<file path="src/rtl/reg_write_arbiter_pkg.sv">
// Shared types and defaults for the register-file write arbiter.
// Holds the FSM state encoding, default widths and an index-width helper.
package reg_write_arbiter_pkg;

  typedef enum logic [1:0] {
    IDLE  = 2'b00,
    GRANT = 2'b01,
    WRITE = 2'b10
  } state_t;

  localparam int DEF_N_REQ      = 4;
  localparam int DEF_DATA_WIDTH = 32;
  localparam int DEF_ADDR_WIDTH = 5;

  function automatic int idx_w(input int n);
    return (n > 1) ? $clog2(n) : 1;
  endfunction

endpackage

</file>
<file path="src/rtl/rr_priority_pick.sv">
// Combinational round-robin pick: first set request at or above i_ptr,
// wrapping to 0. Ports: i_req, i_ptr -> o_gnt (one-hot), o_valid.
module rr_priority_pick
  import reg_write_arbiter_pkg::*;
#(
  parameter int N  = DEF_N_REQ,
  parameter int IW = idx_w(N)
) (
  input  logic [N-1:0]  i_req,
  input  logic [IW-1:0] i_ptr,
  output logic [N-1:0]  o_gnt,
  output logic          o_valid
);

  logic w_found;

  always_comb begin
    o_gnt   = '0;
    w_found = 1'b0;
    // pass 1: requesters at or above the pointer
    for (int j = 0; j < N; j++) begin
      if (!w_found && i_req[j] && (j >= int'(i_ptr))) begin
        o_gnt[j] = 1'b1;
        w_found  = 1'b1;
      end
    end
    // pass 2: wrap around to the low requesters
    for (int j = 0; j < N; j++) begin
      if (!w_found && i_req[j]) begin
        o_gnt[j] = 1'b1;
        w_found  = 1'b1;
      end
    end
    o_valid = |i_req;
  end

endmodule

</file>
<file path="src/rtl/reg_write_arbiter.sv">
// Round-robin arbiter serialising N_REQ register-file write requests.
// Ports: CLK, RST (async high), REQ/REQ_ADDR/REQ_DATA in; GNT, ACK, WE,
// W_ADDR, W_DATA out. Optional LOCK input under REG_WRITE_ARB_LOCK_EN.
module reg_write_arbiter
  import reg_write_arbiter_pkg::*;
#(
  parameter int N_REQ      = DEF_N_REQ,
  parameter int DATA_WIDTH = DEF_DATA_WIDTH,
  parameter int ADDR_WIDTH = DEF_ADDR_WIDTH
) (
  input  logic                        CLK,
  input  logic                        RST,
  input  logic [N_REQ-1:0]            REQ,
  input  logic [N_REQ*ADDR_WIDTH-1:0] REQ_ADDR,
  input  logic [N_REQ*DATA_WIDTH-1:0] REQ_DATA,
  output logic [N_REQ-1:0]            GNT,
  output logic [N_REQ-1:0]            ACK,
  output logic                        WE,
  output logic [ADDR_WIDTH-1:0]       W_ADDR,
  output logic [DATA_WIDTH-1:0]       W_DATA
`ifdef REG_WRITE_ARB_LOCK_EN
  ,
  input  logic [N_REQ-1:0]            LOCK
`endif
);

  localparam int IW = idx_w(N_REQ);

  state_t                r_state;
  logic [IW-1:0]         r_ptr;
  logic [N_REQ-1:0]      r_gnt;
  logic [N_REQ-1:0]      r_ack;
  logic                  r_we;
  logic [ADDR_WIDTH-1:0] r_addr;
  logic [DATA_WIDTH-1:0] r_data;
  logic [ADDR_WIDTH-1:0] r_waddr;
  logic [DATA_WIDTH-1:0] r_wdata;

  logic [N_REQ-1:0]      w_pick;
  logic                  w_valid;
  logic [N_REQ-1:0]      w_src;
  logic [ADDR_WIDTH-1:0] w_sel_addr;
  logic [DATA_WIDTH-1:0] w_sel_data;
  logic [IW-1:0]         w_win_idx;
  logic [IW-1:0]         w_ptr_nxt;
  logic                  w_relock;

  rr_priority_pick #(
    .N  (N_REQ),
    .IW (IW)
  ) u_pick (
    .i_req   (REQ),
    .i_ptr   (r_ptr),
    .o_gnt   (w_pick),
    .o_valid (w_valid)
  );

  // Capture source: fresh pick in IDLE, current winner on a locked re-grant.
  always_comb begin
    w_src      = (r_state == IDLE) ? w_pick : r_gnt;
    w_sel_addr = '0;
    w_sel_data = '0;
    w_win_idx  = '0;
    for (int j = 0; j < N_REQ; j++) begin
      if (w_src[j]) begin
        w_sel_addr = REQ_ADDR[j*ADDR_WIDTH +: ADDR_WIDTH];
        w_sel_data = REQ_DATA[j*DATA_WIDTH +: DATA_WIDTH];
      end
      if (r_gnt[j]) w_win_idx = IW'(j);
    end
    w_ptr_nxt = (w_win_idx == IW'(N_REQ - 1)) ? '0 : w_win_idx + IW'(1);
  end

`ifdef REG_WRITE_ARB_LOCK_EN
  assign w_relock = |(LOCK & REQ & r_gnt);
`else
  assign w_relock = 1'b0;
`endif

  always_ff @(posedge CLK or posedge RST) begin
    if (RST) begin
      r_state <= IDLE;
      r_ptr   <= '0;
      r_gnt   <= '0;
      r_ack   <= '0;
      r_we    <= 1'b0;
      r_addr  <= '0;
      r_data  <= '0;
      r_waddr <= '0;
      r_wdata <= '0;
    end else begin
      unique case (r_state)
        IDLE: begin
          if (w_valid) begin
            r_state <= GRANT;
            r_gnt   <= w_pick;
            r_addr  <= w_sel_addr;
            r_data  <= w_sel_data;
          end
        end
        GRANT: begin
          r_state <= WRITE;
          // register 0 is hard-wired: complete the handshake, skip the write
          r_we    <= |r_addr;
          r_ack   <= r_gnt;
          r_waddr <= r_addr;
          r_wdata <= r_data;
        end
        WRITE: begin
          r_we  <= 1'b0;
          r_ack <= '0;
          if (w_relock) begin
            r_state <= GRANT;
            r_addr  <= w_sel_addr;
            r_data  <= w_sel_data;
          end else begin
            r_state <= IDLE;
            r_gnt   <= '0;
            r_ptr   <= w_ptr_nxt;
          end
        end
        default: begin
          r_state <= IDLE;
          r_gnt   <= '0;
          r_ack   <= '0;
          r_we    <= 1'b0;
        end
      endcase
    end
  end

  assign GNT    = r_gnt;
  assign ACK    = r_ack;
  assign WE     = r_we;
  assign W_ADDR = r_waddr;
  assign W_DATA = r_wdata;

endmodule

</file>
<file path="config.mk">
export PLATFORM = sky130hd
export DESIGN_NAME = reg_write_arbiter
export DESIGN_NICKNAME = d
export VERILOG_FILES = /design/src/rtl/reg_write_arbiter_pkg.sv /design/src/rtl/rr_priority_pick.sv /design/src/rtl/reg_write_arbiter.sv
export SDC_FILE = /design/constraint.sdc
export NUM_CORES = 1
export LEC_CHECK = 0
export BUFFER_PORTS_ARGS = -buffer_cell sky130_fd_sc_hd__clkbuf_2
export CORE_MARGIN = 2
export CORE_UTILIZATION = 54
export CTS_BUF_LIST = sky130_fd_sc_hd__clkbuf_4
export CTS_CLUSTER_DIAMETER = 30
export DETAILED_ROUTE_END_ITERATION = 8
export PLACE_DENSITY = 0.86
export SKIP_LAST_GASP = 1
export SLEW_MARGIN = 20
export SYNTH_ARGS = -nofsm -noshare
export SYNTH_HDL_FRONTEND = slang
export SYNTH_SLANG_ARGS = --single-unit
</file>
<file path="constraint.sdc">
create_clock -name CLK -period 5.2 [get_ports CLK]
set_input_delay 0 -clock CLK [delete_from_list [all_inputs] [get_ports CLK]]
set_output_delay 0 -clock CLK [all_outputs]
set_load 0.02 [all_outputs]
</file>
==> run_results.csv, run 1 <==
group,metric,value,unit
run_status,status,"finished clean",
drt,ant_nets,0,
cts,cts_buffer_depth,2,
final_layout,layout_commonest_cell,"clkbuf_2",
drt,post_drt_wl_per_cell,19.5,µm
cts,cts_setup_buffers,0,
synthesis,synth_top_area_share,43.6,%
global_routing,antenna_found_initial,0,
floorplan,io_pins,200,
place,place_inst,754,
place,hpwlAfterDp,10.0,mm
min_path,holdCritPathClass,"in -> reg",
critical_path,critical_path_arrival,4.72,ns
floorplan,start_util,54.8,%
place,gp_congestion,0.880,
timing,maxSlewViolCount,0,
synthesis,ys_warn_count,0,
timing,min_period,4.37,ns
global_routing,grt_usage,32.2,%
cts,numCtsBuffers,9,
drt,vias_per_cell,6.42,
synthesis,yosysTopAreaCell,"dfrtp_1",
final_layout,drive_gt1_share,37.8,%
drt,vias,5441,
synthesis,synth_cell_type_count,32,
floorplan,dieArea,0.0100,mm²
floorplan,die_y,100,µm
synthesis,synth_fp_nets,650,
timing,rsz0062_at_grt,"no",
pwr,powerDensity,614,mW/mm²
final_layout,fin_nets,885,
timing,finalCritPeriodShare,84.1,%
global_routing,grt_pass1_wl,25.8,mm
cts,clk_root_buffer_cell,"clkbuf_4",
final_layout,fill_cells,659,
global_routing,grt_max_degree,88,
synthesis,postSynthCellCount,496,
drt,drt_iter0_markers,411,
drt,drc,0,
cts,insertion_delay,0.43,ns
critical_path,critPathRequiredTime,5.55,ns
timing,worst_pin_slew,1.07,ns
place,portBuffers,199,
timing,setup-tns-final,0,ns
pwr,ir_worst_vdd,0.294,mV
critical_path,worstPathMaxFanout,41,
timing,relSlewSlack,28.3,%
final_layout,diodes,0,
final_layout,fin_cells,847,
pwr,p_leak,3.12,nW
critical_path,cp-start-kind,"flip-flop",
cts,htree_levels,3,
critical_path,crit_path_end_kind,"flip-flop",
timing,hold_viol,0,
floorplan,core_area,0.00911,mm²
global_routing,grt_overflow_total,0,
drt,drt_wl_total,16.5,mm
floorplan,fp-row-count,35,
synthesis,synth_area_per_cell,10.1,µm²
synthesis,syn_area,0.00499,mm²
timing,setup_viol,0,
drt,drtPass1Iterations,5,
synthesis,ys_ff_latch,87,
global_routing,grt_pass1_vias,5465,
floorplan,die_w,100,µm
critical_path,critPathKind,"reg -> reg",
cts,clock-sinks,87,
run,drv_cap,0,
final_layout,area_delta_synth_final,35.6,%
timing,clock.fmax,229,MHz
cts,path_clk_slew,0.14,ns
synthesis,yosys-top-cells-area,"dfrtp_1 44%, mux2_2 8.4%, a22oi_1 5.6%",
synthesis,seq_area_frac_synth,43.6,%
timing,clock_skew,0.0186,ns
cts,cts_tree,"yes",
final_layout,most-common-layout-cells,"199 x clkbuf_2, 87 x dfrtp_1, 77 x dlygate4sd3_1, 45 x o21ai_0, 39 x a21oi_1",
==> area by class of cell <==
class                      count  area, µm²  share of cell area, %
tap                          111        139                   2.05
clock buffer                   9       67.6                  0.999
multi-input combinational    345       2490                   36.8
sequential                    87       2180                   32.2
inverter                       5       20.0                  0.296
clock inverter                 7       47.5                  0.703
timing repair buffer         283       1820                   26.9
==> where the power goes <==
group / internal [W] / switching (W)
Sequential: 0.000987 / 0.000218
Clock: 0.0000998 / 0.000253
Combinational: 0.00121 / 0.00138
Total: 0.00230 / 0.00185
==> kinds of logic after synthesis <==
logic type	count (synthesis)	synth area share, %
multiplexers	41	9.15
buffers and inverters	64	6.97
AND/OR/NAND/NOR	29	2.93
AO/OA/AOI/OAI	275	37.3
flip-flops	87	43.6
==> worst paths after layout <==
kind	depth (start not counted)	slack [ns]	from	end
min in group asynchronous	4	0.27	RST	r_data[13]
worst min register to register	1	0.52	W_DATA[28]	W_DATA[28]
worst max-delay path	6	0.83	r_state[0]	r_addr[1]
max in group asynchronous	4	4.32	RST	r_addr[2]
worst max register to register	6	0.83	r_state[0]	r_addr[1]
worst min-delay path	6	0.16	REQ[1]	GNT[2]
==> registers in the layout (all words and copies together), names as in the netlist <==
signal   flops
ACK          4
r_addr       5
W_ADDR       5
GNT          4
W_DATA      32
r_ptr        2
r_data      32
WE           1
r_state      2
==> routing by layer <==
metal,global-route usage (%),part of all wire [%]
met5,0,0
met4,18.8,4.0
met3,4.39,8.0
met1,39.5,38
met2,54.4,50
==> metrics by stage <==
step,worst slack [ns],util [%],power (W),instance area (µm²),hold slack [ns]
floorplan,2.95,-,0.00286,4990,0.139
global placement,1.79,64.5,0.00325,5880,0.241
detailed placement,1.59,64.5,0.00336,5880,0.244
global route,0.524,74.3,0.00443,6770,0.200
finish,0.829,74.3,0.00415,6770,0.163
CTS,1.02,74.2,0.00407,6760,0.137
==> worst max-delay path, cell delays in order, from the launching register on <==
cell	delay, ns
dfrtp_1	0.58
nor2_4	0.85
nand2b_2	0.77
inv_1	1.01
o21ai_0	0.21
o21ai_0	0.25
dlygate4sd3_1	0.62
==> timing repair <==
action | 4_1_cts | 5_1_grt
hold endpoints to repair | 125 | 0
hold buffers | 77 | 0
resized for setup | 0 | 0
==> cells in the mapped netlist <==
library cell / number
a21o_1: 3
a21oi_1: 39
a221o_1: 1
a221oi_1: 27
a221oi_2: 10
a221oi_4: 1
a22oi_1: 37
a311oi_1: 2
buf_1: 6
buf_2: 14
buf_6: 12
clkbuf_1: 27
dfrtp_1: 87
inv_1: 5
mux2_2: 37
mux2i_1: 4
nand2_1: 5
nand2b_1: 4
nand3b_1: 1
nor2_1: 11
nor2_4: 1
nor2b_1: 1
nor3_1: 3
nor4_1: 1
o2111a_1: 1
o21a_1: 37
o21ai_0: 46
o21ai_1: 32
o22ai_1: 37
o31ai_1: 2
or2_1: 1
or3b_2: 1
No activity file was read; power rests on OpenSTA's default activity.
==> inputs of run 2 (changes only) <==
ABC_AREA = 1   (was not set)
CORE_UTILIZATION = 46   (was 54)
PLACE_DENSITY = 0.77   (was 0.86)
clock period = 3.8 ns   (was 5.2 ns; I/O delays follow)
==> run 2 against run 1 <==
- clock power up 48%
- critical path type unchanged
- sequential power is 40% higher
- largest power group unchanged
- largest cell class unchanged
- register-to-register slack got worse by 0.28 ns
- clock skew increased by 0.0079 ns
- worst setup slack got worse by 0.28 ns
- area after synthesis rose by 3.8%
- critical path depth up 4
- first-iteration DRC count up 20%
- clock-buffer cell count increased by 2
==> run_results.csv, run 2 <==
group,metric,value,unit
critical_path,critPathKind,"reg -> reg",
final_layout,area_delta_synth_final,35.8,%
cts,path_clk_slew,0.14,ns
drt,drtPass1Iterations,5,
drt,post_drt_wl_per_cell,14.3,µm
floorplan,core_area,0.0109,mm²
drt,vias,5603,
floorplan,start_util,47.6,%
final_layout,regArea,0.00218,mm²
final_layout,multi_input_area,0.00250,mm²
pwr,p_sw,0.00309,W
synthesis,yosys-top-cells-area,"dfrtp_1 42%, nand2_1 20%, nor2_1 5.9%",
timing,min_period,3.25,ns
global_routing,grt_overflow_total,0,
floorplan,die_y,110,µm
timing,clock.fmax,308,MHz
drt,ant_nets,0,
min_path,holdPathStages,5,
floorplan,fp-row-count,38,
pwr,p_comb_share,65.5,%
cts,clock-sinks,87,
drt,drc,0,
global_routing,grt_pass1_wl,25.3,mm
pwr,ir_worst_vdd,0.463,mV
final_layout,most-common-layout-cells,"278 x nand2_1, 199 x clkbuf_2, 87 x dfrtp_1, 80 x nor2_1, 77 x dlygate4sd3_1",
timing,rsz0062_at_grt,"no",
synthesis,ys_ff_latch,87,
final_layout,fin_nets,1128,
place,post_dp_cell_area,0.00613,mm²
critical_path,worstRegToRegCells,10,
synthesis,synth_xor_area_share,0,%
timing,setup-tns-final,0,ns
synthesis,yosysTopAreaCell,"dfrtp_1",
drt,wl_met3,1.23,mm
pwr,seqPwrFrac,26.4,%
drt,drt_iter0_markers,495,
cts,cts_tree,"yes",
timing,relSlewSlack,27.4,%
cts,cts_buffer_depth,2,
place,portBuffers,199,
drt,met2_length,8.02,mm
critical_path,cp-start-kind,"flip-flop",
final_layout,layout_commonest_cell,"nand2_1",
synthesis,synth_area_per_cell,7.15,µm²
final_layout,fill_cells,1042,
floorplan,dieArea,0.0121,mm²
synthesis,ys_top_cells_by_count,"280 x nand2_1, 87 x dfrtp_1, 81 x nor2_1",
critical_path,crit_path_end_kind,"flip-flop",
floorplan,die_w,110,µm
synthesis,seq_area_frac_synth,42.0,%
final_layout,fin_util,64.6,%
drt,drt_wl_total,16.0,mm
cts,cts_setup_buffers,0,
timing,whs,0.0356,ns
critical_path,worstPathMaxFanout,38,
synthesis,synth_mux_area_share,0,%
synthesis,synth_compound_area_share,16.7,%
critical_path,r2r_start,"r_state[1]",
global_routing,antenna_found_initial,1,
pwr,p_int,0.00332,W
global_routing,grt_max_degree,55,
synthesis,synthFlopType,"dfrtp_1",
synthesis,synth_edf_count,0,
global_routing,grt_usage,26.8,%
synthesis,postSynthCellCount,724,
synthesis,synth_fa_ha_area_share,0,%
place,hpwlAfterDp,10.2,mm
timing,finalCritPeriodShare,85.4,%
drt,highest_layer,"met4",
synthesis,yosysMostFrequentCell,"nand2_1",
timing,setup_viol,0,
cts,insertion_delay,0.43,ns
drt,route.layer.met1.wl,6.46,mm
cts,numCtsBuffers,9,
run_status,status,"finished clean",
synthesis,ys_async_sr_fraction,100,%
pwr,pwr-share-clk,8.1,%
synthesis,synth_cell_type_count,23,
synthesis,synth_top_family_by_area,"simple AND/OR/NAND/NOR gates",
synthesis,synth_top_area_share,42.0,%
synthesis,synth_fp_nets,878,
global_routing,grt_pass1_vias,5394,
synthesis,syn_area,0.00518,mm²
min_path,worstHoldStart,"REQ[0]",
timing,maxSlewViolCount,0,
place,gp_congestion,0.846,
pwr,swShare,48.2,%
synthesis,ys_warn_count,0,
critical_path,r2r_setup_slack,0.55,ns
synthesis,synthSimpleGateAreaFrac,31.2,%
run,drv_cap,0,
cts,htree_levels,3,
final_layout,final_cell_area,0.00703,mm²
critical_path,critical_path_arrival,3.61,ns
final_layout,drive_gt1_share,27.3,%
pwr,powerDensity,913,mW/mm²
drt,vias_per_cell,5.01,
floorplan,io_pins,200,
pwr,p_leak,4.00,nW
timing,hold_viol,0,
min_path,holdPathEnd,"GNT[0]",
cts,clk_root_buffer_cell,"clkbuf_4",
critical_path,r2r_end,"r_data[9]",
timing,clock_skew,0.0265,ns
critical_path,critPathRequiredTime,4.17,ns
min_path,holdCritPathClass,"in -> reg",
timing,worst_pin_slew,1.09,ns
run 2: what timing repair did:
action / CTS / global route
endpoints found under the hold margin: 92 / 0
resized for setup: 0 / 0
hold buffers: 77 / 0
run 2: worst max-delay path by stage:
stage	start	end
6_report	r_state[1]	r_data[9]
3_5_place_dp	r_state[1]	r_data[11]
2_1_floorplan	RST	ACK[0]
4_1_cts	r_state[1]	r_data[11]
5_1_grt	r_state[1]	r_data[0]
3_3_place_gp	r_state[1]	r_data[26]
run 2: final cells by class:
| cell class | count | area share (%) |
|---|---|---|
| diodes | 1 | 0.0356 |
| clock buffers | 11 | 1.17 |
| inverters | 55 | 2.97 |
| multi-input cells | 538 | 35.6 |
| clock inverters | 4 | 0.676 |
| well taps | 140 | 2.49 |
| repair buffers | 283 | 26.1 |
| flip-flops and latches | 87 | 31.0 |
run 2: cell families after synthesis:
logic type | after synthesis
AO/OA/AOI/OAI | 130
buffers and inverters | 99
flip-flops | 87
AND/OR/NAND/NOR | 408
run 2: power by group through the flow:
stage	clock (W)	combinational (W)	sequential, W
floorplan	0	0.00252	0.00193
global placement	0	0.00348	0.00169
detailed placement	0	0.00354	0.00171
CTS	0.000527	0.00412	0.00169
global route	0.000577	0.00464	0.00175
finish	0.000522	0.00420	0.00169
run 2: stage by stage:
stage / cells / total power [W] / setup WS [ns]
after floorplan: 724 / 0.00446 / 1.55
after global placement: 1026 / 0.00517 / 1.24
after detailed placement: 1026 / 0.00524 / 1.17
after CTS: 1118 / 0.00633 / 0.596
after global routing: 1119 / 0.00696 / 0.389
final: 1119 / 0.00642 / 0.553
run 2: per-layer routing:
metal / vias to the layer above / global-route usage, %
met3: 30 / 4.17
met2: 251 / 46.8
li1: 2769 / -
met5: - / 0
met1: 2553 / 33.2
met4: 0 / 10.6
run 2: critical path: stages (launching register included):
cell and delay, ns:
dfrtp_1 0.46, nor2_4 0.37, inv_2 0.11, nor2_1 0.12
nand2_1 0.10, o21ai_4 0.40, inv_2 0.61, nand2_1 0.20
o21bai_1 0.12, a21oi_2 0.15, dlygate4sd3_1 0.56
==> inputs of run 3 (changes only) <==
ABC_CLOCK_PERIOD_IN_PS = 3800   (was not set)
CORE_UTILIZATION = 45   (was 46)
CTS_BUF_LIST = not set   (was sky130_fd_sc_hd__clkbuf_4)
PLACE_DENSITY = 0.75   (was 0.77)
==> run 3 against run 2 <==
- power shrank 0.81%
- final cell count shrank 3.2%
- clock power grew 110%
- clock skew shrank 0.019 ns
- sequential share of layout area grew 0.70 points
- largest power group unchanged
==> run_results.csv, run 3 (same netlist as run 2, synthesis figures left out) <==
group,metric,value,unit
pwr,p_leak,3.95,nW
drt,post_drt_wl_per_cell,14.3,µm
timing,relSlewSlack,25.8,%
final_layout,most-common-layout-cells,"278 x nand2_1, 199 x clkbuf_2, 87 x dfrtp_1, 80 x nor2_1, 50 x inv_1",
timing,rsz0062_at_grt,"no",
place,hpwlAfterDp,10.2,mm
run_status,status,"finished clean",
floorplan,die_y,111,µm
drt,drtPass1Iterations,5,
critical_path,critPathRequiredTime,4.05,ns
cts,clk_root_buffer_cell,"clkbuf_16",
critical_path,critPathKind,"reg -> reg",
final_layout,area_delta_synth_final,32.8,%
timing,worst_pin_slew,1.11,ns
final_layout,layout_commonest_cell,"nand2_1",
global_routing,grt_usage,25.0,%
drt,drt_wl_total,15.5,mm
floorplan,core_area,0.0113,mm²
cts,cts_buffer_depth,2,
cts,cts_tree,"yes",
final_layout,fin_nets,1089,
cts,cts_setup_buffers,0,
critical_path,worstPathMaxFanout,38,
critical_path,cp-start-kind,"flip-flop",
timing,setup_viol,0,
timing,clock_skew,0.00792,ns
critical_path,crit_path_end_kind,"flip-flop",
drt,vias_per_cell,4.94,
drt,vias,5350,
global_routing,antenna_found_initial,0,
cts,insertion_delay,0.33,ns
final_layout,final_cell_area,0.00687,mm²
critical_path,critical_path_arrival,2.92,ns
global_routing,grt_max_degree,62,
cts,numCtsBuffers,9,
cts,cts_resized,0,
timing,setup-tns-final,0,ns
floorplan,fp-row-count,39,
global_routing,grt_overflow_total,0,
place,gp_congestion,0.865,
min_path,holdCritPathClass,"in -> reg",
pwr,ir_worst_vdd,0.453,mV
place,portBuffers,199,
global_routing,grt_pass1_wl,24.9,mm
cts,htree_levels,3,
timing,hold_viol,0,
global_routing,grt_pass1_vias,5152,
pwr,powerDensity,926,mW/mm²
timing,setup_slack,1.12,ns
final_layout,fin_util,60.7,%
cts,clock-sinks,87,
drt,drc,0,
cts,cts_hold_buf,36,
place,place_ws,1.21,ns
floorplan,die_w,111,µm
floorplan,start_util,45.7,%
timing,whs,0.00587,ns
drt,drt_iter0_markers,376,
cts,path_clk_slew,0.07,ns
final_layout,diodes,0,
floorplan,dieArea,0.0124,mm²
final_layout,drive_gt1_share,28.7,%
timing,clock.fmax,374,MHz
floorplan,io_pins,200,
place,post_dp_cell_area,0.00613,mm²
drt,ant_nets,0,
timing,min_period,2.68,ns
timing,finalCritPeriodShare,70.4,%
run,drv_cap,0,
timing,maxSlewViolCount,0,
## run 3: final cells by class
class,instances,area (µm²)
well taps,143,179
inverters,55,209
fillers,1093,4450
multi-input cells,538,2500
flip-flops and latches,87,2180
repair buffers,244,1420
clock buffers,11,253
clock inverters,5,128
## run 3: final timing paths
kind | startpoint | to | slack [ns] | cells past startpoint
max | r_state[1] | r_addr[2] | 1.12 | 9
min | REQ_DATA[124] | r_data[28] | 0.006 | 3
max reg2reg | r_state[1] | r_addr[2] | 1.12 | 9
min reg2reg | W_DATA[3] | W_DATA[3] | 0.47 | 2
max in group asynchronous | RST | r_data[0] | 2.55 | 4
min in group asynchronous | RST | W_DATA[31] | 0.36 | 3
## run 3: power by group
part / switching (W) / internal (W) / leakage [nW]
Sequential: 0.000276 / 0.00141 / 1.05
Clock: 0.000364 / 0.000745 / 0.182
Combinational: 0.00235 / 0.00122 / 2.72
Total: 0.00299 / 0.00338 / 3.95
## run 3: metal layers
metal / up-vias / part of all wire (%) / global-route usage (%)
met4: 0 / 1.4 / 7.65
met2: 209 / 48 / 43.2
met3: 18 / 5.9 / 3.83
met1: 2429 / 44 / 32.4
met5: - / 0 / 0
li1: 2694 / - / -
## run 3: per-stage QoR
step / instances / power (W)
floorplan: 724 / 0.00446
global placement: 1031 / 0.00516
detailed placement: 1031 / 0.00523
CTS: 1083 / 0.00638
global route: 1083 / 0.00689
finish: 1083 / 0.00636
## run 3: critical path: stages, from the launching register on
cell	delay (ns)
dfrtp_1	0.44
nor2_4	0.36
inv_2	0.11
nor2_1	0.11
nand2_1	0.10
o21ai_4	0.41
inv_2	0.59
nand2_1	0.21
o21bai_1	0.08
a21oi_1	0.13
